--- config.mk ---
export PLATFORM = sky130hd
export DESIGN_NAME = uart_tx_feeder
export DESIGN_NICKNAME = d
export VERILOG_FILES = /design/src/rtl/uart_tx_feeder.sv
export SDC_FILE = /design/constraint.sdc
export NUM_CORES = 1
export LEC_CHECK = 0
export CORE_ASPECT_RATIO = 0.7
export CORE_MARGIN = 3
export CORE_UTILIZATION = 30
export CTS_CLUSTER_DIAMETER = 80
export DETAILED_ROUTE_END_ITERATION = 12
export PLACE_DENSITY = 0.56
export SYNTH_ARGS = -nofsm -noshare
export SYNTH_HDL_FRONTEND = slang
export SYNTH_SLANG_ARGS = --single-unit
--- constraint.sdc ---
create_clock -name clk -period 4.8 [get_ports clk]
set_input_delay 0.72 -clock clk [delete_from_list [all_inputs] [get_ports clk]]
set_output_delay 0.72 -clock clk [all_outputs]
set_load 0.02 [all_outputs]
--- src/rtl/uart_tx_feeder.sv ---
// Byte FIFO and write handshake that feeds uart_transmitter.
// Isolates the host from baud timing and abandons bytes the transmitter never acknowledges.
module uart_tx_feeder #(
  parameter int unsigned DEPTH       = 16,
  parameter int unsigned ADDR_W      = 4,
  parameter int unsigned ACK_TIMEOUT = 4096
) (
  input  logic              clk,
  input  logic              reset,
  input  logic [7:0]        wr_data,
  input  logic              wr_en,
  input  logic              tx_go,
  input  logic              clr_err,
  input  logic              Tx_BUSY,
  output logic [7:0]        Tx_DATA,
  output logic              Tx_WR,
  output logic              full,
  output logic              empty,
  output logic [ADDR_W:0]   count,
  output logic              overflow,
  output logic              timeout_err
);

  localparam int unsigned TW = $clog2(ACK_TIMEOUT) + 1;

  typedef enum logic [1:0] {IDLE, LOAD, REQ, WAIT_DONE} state_t;

  state_t            state, state_next;
  logic [7:0]        mem [DEPTH];
  logic [ADDR_W-1:0] wr_ptr, rd_ptr;
  logic [TW-1:0]     tmo_cnt;
  logic [ADDR_W:0]   count_next;
  logic              push, pop, load, tmo_hit, tmo_fire, wr_next;

  assign push    = wr_en && !full;
  assign tmo_hit = (tmo_cnt == TW'(ACK_TIMEOUT - 1));

  always_ff @(posedge clk or negedge reset) begin
    if (!reset) state <= IDLE;
    else        state <= state_next;
  end

  always_comb begin
    state_next = state;
    case (state)
      IDLE:      if (tx_go && !empty && !Tx_BUSY) state_next = LOAD;
      LOAD:      state_next = REQ;
      REQ: begin
        if (Tx_BUSY)      state_next = WAIT_DONE;
        else if (tmo_hit) state_next = IDLE;
      end
      WAIT_DONE: if (!Tx_BUSY) state_next = IDLE;
      default:   state_next = IDLE;
    endcase
  end

  always_comb begin
    load     = (state == LOAD);
    pop      = (state == REQ) && (Tx_BUSY || tmo_hit);
    tmo_fire = (state == REQ) && !Tx_BUSY && tmo_hit;
    wr_next  = (state_next == REQ);
  end

  always_ff @(posedge clk or negedge reset) begin
    if (!reset) begin
      Tx_WR   <= 1'b0;
      Tx_DATA <= '0;
      tmo_cnt <= '0;
    end else begin
      Tx_WR <= wr_next;
      if (load) begin
        Tx_DATA <= mem[rd_ptr];
        tmo_cnt <= '0;
      end else if (state == REQ) begin
        tmo_cnt <= tmo_cnt + TW'(1);
      end
    end
  end

  // Storage carries no reset; validity is tracked solely by the pointers and count.
  always_ff @(posedge clk) begin
    if (push) mem[wr_ptr] <= wr_data;
  end

  always_comb begin
    count_next = count;
    if (push && !pop)      count_next = count + (ADDR_W+1)'(1);
    else if (!push && pop) count_next = count - (ADDR_W+1)'(1);
  end

  always_ff @(posedge clk or negedge reset) begin
    if (!reset) begin
      wr_ptr <= '0;
      rd_ptr <= '0;
      count  <= '0;
      full   <= 1'b0;
      empty  <= 1'b1;
    end else begin
      if (push) wr_ptr <= wr_ptr + ADDR_W'(1);
      if (pop)  rd_ptr <= rd_ptr + ADDR_W'(1);
      count <= count_next;
      full  <= (count_next == (ADDR_W+1)'(DEPTH));
      empty <= (count_next == '0);
    end
  end

  // A fresh error event in the clearing cycle keeps its flag set.
  always_ff @(posedge clk or negedge reset) begin
    if (!reset) begin
      overflow    <= 1'b0;
      timeout_err <= 1'b0;
    end else begin
      if (wr_en && full) overflow <= 1'b1;
      else if (clr_err)  overflow <= 1'b0;
      if (tmo_fire)      timeout_err <= 1'b1;
      else if (clr_err)  timeout_err <= 1'b0;
    end
  end

endmodule

* Word level (Yosys, flattened, before mapping)
Memories as Yosys holds them, arrays and structs flattened. A register that Yosys moved wholly into a read port is not among the register bits. Index checks and enable logic that the tools add are counted. Widths: inputs -> output; s select.
Storage, ports and cells: flip-flop bits (word level) 33, memory bits (writable) 128, output and inout port bits 18, logic and storage cells 57, memories kept 1
Cells by class: $add $sub $neg 5, equal/unequal tests 6, multiplexer cells 14, reduce and logical (&&, ||, !) cells 21
Memory list:
- mem | depth 16, width 8, read ports 1, clocked after Yosys merged registers in 1, write ports 1, line 29 | logic [7:0] mem [DEPTH];
Operator list (count):
- $mux 13 | 2
- $add 13x1->13 const B | 1
- $eq 13x12->1 const B | 1
- $mux 5 | 2
- $logic_and 1x1->1 | 9
- $add 4x1->4 const B | 2
- $mux 2 | 4
- $pmux 2 s4 | 1
- $eq 2x2->1 const B | 3
- $logic_not 1->1 | 6
- $reduce_bool 2->1 | 3
- $add 5x1->5 const B | 1
- $eq 5x5->1 const B | 1
- $logic_not 5->1 | 1
- $mux 1 | 5
- $sub 5x1->5 const B | 1
- $eq 2x1->1 const B | 1
- $logic_not 2->1 | 1
- $logic_or 1x1->1 | 1

* Longest topological paths before layout
depth in word-level cells 7, mapped depth 9, mapped depth without buffers 8

* Least setup slack after synthesis
No wires, ideal clock.
path kind register to register, from register rd_ptr[1], to register Tx_DATA[0], read port of mem, library setup time 0.125 ns, arrival 1.910 ns, slack 2.765 ns, cell stages (with the launch flop) 6, buffers on the path 2, clock period less this slack 2.035 ns, cell sequence dfrtp_1 -> clkbuf_1 -> clkbuf_1 -> mux4_2 -> mux4_2 -> mux2_4
RTL lines:
- from (decl) | line 30 | logic [ADDR_W-1:0] wr_ptr, rd_ptr;
- from (signal assigned) | line 100 | if (pop) rd_ptr <= rd_ptr + ADDR_W'(1);
- to (decl) | line 15 | output logic [7:0] Tx_DATA,

==> results.sh <==
export IMPL_status="complete, no violations"
export IMPL_rr_worst_depth=3
export IMPL_start_util_pct=31.3
export IMPL_r2r_end="Tx_DATA[6]"
export IMPL_vias=3770
export IMPL_route_detailed_drc=0
export IMPL_portBuffers=31
export IMPL_grt_pass1_vias=3822
export IMPL_cts_resized=0
export IMPL_p_switching_uw=1570
export IMPL_viasPerCell=4.88
export IMPL_synth_ff_latch_count=169
export IMPL_drv_cap=0
export IMPL_fp_dieArea_sq_mm=0.0260
export IMPL_hold_buffers=0
export IMPL_clock_latency_ps=420
export IMPL_die_h_um=136
export IMPL_die_w_um=192
export IMPL_power_density_mw_per_mm2=585
export IMPL_cp_cell_sequence="mux4_1 > mux4_2 > mux2_4"
export IMPL_cts_buffers=17
export IMPL_nets=473
export IMPL_wl_um=15100
export IMPL_crit_end="Tx_DATA[6]"
export IMPL_power_internal_uw=3350
export IMPL_worst_pin_slew_ps=1100
export IMPL_ys_warn_count=0
export IMPL_grt_pass1_wl_um=23500
export IMPL_clock_sinks=169
export IMPL_combPwrFrac_pct=30.3
export IMPL_slew_headroom_pct=26.5
export IMPL_final_antenna_net_count=0
export IMPL_cts_buffer_depth=2
export IMPL_first_pass_iters=4
export IMPL_htree_levels=4
export IMPL_post_route_min_period_ps=2790
export IMPL_synth_edf_count=128
export IMPL_drt_iter0_drc=397
export IMPL_grt_max_degree=42
export IMPL_cp_slowest_cell="dfrtp_2"
export IMPL_core_area_sq_mm=0.0231
export IMPL_synth_fp_nets=442
export IMPL_required_ps=5110
export IMPL_crit_fanout=35
export IMPL_multiInputGateArea_sq_mm=0.00218
export IMPL_slowest_delay_ps=1080
export IMPL_fin_skew_ps=8.97
export IMPL_r2r_start="rd_ptr[0]"
export IMPL_power_frac_seq_pct=42.0
export IMPL_netlist_area_sq_mm=0.00723
export IMPL_syn2layout_area_growth_pct=16.3
export IMPL_synth_cell_type_count=50
export IMPL_p_leak_uw=0.00293
export IMPL_cp_end_kind="register"
export IMPL_ir_drop_mv=0.278
export IMPL_slew_violations=0
export IMPL_postCtsSetupRepairBufs=0
export IMPL_yosysSeqAreaShare_pct=67.3
export IMPL_rsz0062_at_grt="false"
export IMPL_clkPwrFrac_pct=27.7
export IMPL_min_path_type="input port to asynchronous set/reset pin"
export IMPL_rows=46
export IMPL_arrival_ps=3100
export IMPL_fillers=2172
export IMPL_placedCellCount=740
export IMPL_startpoint="rd_ptr[0]"
export IMPL_path_class="register to register"
export IMPL_seq_area_sq_mm=0.00487
export IMPL_place_gp_congestion=0.766
export IMPL_start_kind="register"
export IMPL_finalSetupTns_ps=0
export IMPL_n_antenna_cell=0
export IMPL_wire_per_inst_um=19.6
export IMPL_async_reset_ff_share_pct=24.3
export IMPL_grt_antenna_before_repair=1
export IMPL_cts_tree="built"
export IMPL_syn_inst=416
export IMPL_synth_avg_cell_area_sq_um=17.4
export IMPL_setup_viol=0
export IMPL_clkTransAtPathRegs_ps=70
export IMPL_synthFlopType="edfxtp_1"
export IMPL_track_usage_pct=12.4
export IMPL_maxClockFrequency_ghz=0.358
export IMPL_overflow=0
export IMPL_ios=32
export IMPL_drive_gt1_share_pct=15.2
export IMPL_p_sw_share_pct=31.9
export IMPL_cts_root_buf="clkbuf_16"
export IMPL_dp_hpwl_um=10200
export IMPL_fin_crit_sh_pct=58.1
export IMPL_hold_viol=0
export IMPL_layout_cells_non_filler=772
export IMPL_r2r_setup_slack_ps=2010
layout make-up:
type / count / share of cell area, %
Sequential cell: 169 / 57.9
Tap cell: 312 / 4.64
Clock inverter: 15 / 1.95
Inverter: 17 / 0.759
Multi-Input combinational cell: 210 / 25.9
Clock buffer: 17 / 5.06
Timing Repair Buffer: 32 / 3.72
power groups by stage:
stage	clock network (uW)	registers (uW)	logic, uW
after global routing	1460	2110	1610
after global placement	0	2090	1480
after detailed placement	0	2100	1510
after CTS	1390	2070	1510
final	1360	2070	1490
after floorplan	0	2010	1100
metal layers:
layer / track usage, % / routed length, um / vias up
li1: - / - / 1713
met1: 18.9 / 7300 / 1942
met2: 17.2 / 6480 / 103
met3: 3.74 / 1190 / 12
met4: 3.05 / 155 / 0
met5: 0 / 0 / -
cells in the mapped netlist, drive strengths merged, types with 3 or more instances:
library cell / number / area (sq um)
inv: 17 / 63.8
mux2: 13 / 173
ha: 12 / 150
nand3: 6 / 30.0
o211ai: 4 / 30.0
o22ai: 5 / 31.3
and2: 18 / 113
or3: 3 / 18.8
clkbuf: 12 / 45.0
dfrtp: 40 / 1000
nor2: 14 / 52.6
a21oi: 7 / 35.0
buf: 8 / 72.6
nor2b: 5 / 31.3
nand2: 15 / 56.3
xor2: 3 / 26.3
and3: 5 / 31.3
mux4: 40 / 972
and4: 3 / 26.3
nor4: 5 / 37.5
nor3: 8 / 40.0
nand4: 6 / 37.5
xnor2: 7 / 61.3
o21ai: 8 / 40.0
nand2b: 3 / 18.8
edfxtp: 128 / 3840
critical path, delay by kind of cell, from the launching register on:
kind | cells | cell delay [ps]
DFF | 1 | 1080
muxes | 3 | 1560
cell usage in the layout (no fill, tap or decap), drive strengths merged, types with 5 or more instances in the layout:
| cell | count |
|---|---|
| o22ai | 5 |
| inv | 23 |
| a21oi | 7 |
| dfrtp | 40 |
| nand2 | 15 |
| edfxtp | 128 |
| nand3 | 6 |
| mux2 | 13 |
| o21ai | 8 |
| and2 | 18 |
| mux4 | 40 |
| nand4 | 6 |
| nor2b | 5 |
| nor3 | 8 |
| ha | 12 |
| and3 | 5 |
| nor2 | 14 |
| nor4 | 5 |
| xnor2 | 7 |
| clkdlybuf4s50 | 30 |
| clkbuf | 17 |
cells by family after synthesis:
kind of cell               count (synthesis)  synth area share [%]
DFF                                      169                  67.3
and+or+nand+nor                           94                  7.13
muxes                                     53                  15.8
AOI/OAI and AO/OA                         41                  3.91
buffers and inverters                     37                  2.51
adders and majority gates                 12                  2.08
xor gates and xnor gates                  10                  1.21
worst min path at each step:
stage | end | slack, ps | cells after the start
2_1_floorplan | Tx_DATA[0] | 420 | 0
3_3_place_gp | timeout_err | 480 | 1
3_5_place_dp | overflow | 480 | 1
4_1_cts | tmo_cnt[3] | 460 | 1
5_1_grt | tmo_cnt[5] | 510 | 1
6_report | Tx_DATA[3] | 430 | 1
state kept, by name (all words and copies together), names as in the netlist:
name and cells:
empty 1, timeout_err 1, Tx_DATA 8, Tx_WR 1
rd_ptr 4, tmo_cnt 13, state 2, mem 128
overflow 1, full 1, wr_ptr 4, count 5
through the flow:
step / hold WS (ps) / total power (uW) / utilization, % / area [sq um] / worst slack, ps
after floorplan: 424 / 3110 / - / 7230 / 2770
after global placement: 483 / 3570 / 33.8 / 7820 / 1760
after detailed placement: 483 / 3610 / 33.8 / 7820 / 1680
after CTS: 461 / 4970 / 36.3 / 8410 / 1970
after global routing: 506 / 5180 / 36.3 / 8410 / 1870
final: 435 / 4920 / 36.3 / 8410 / 2010
Note: power is estimated with default switching activity, not from simulation.
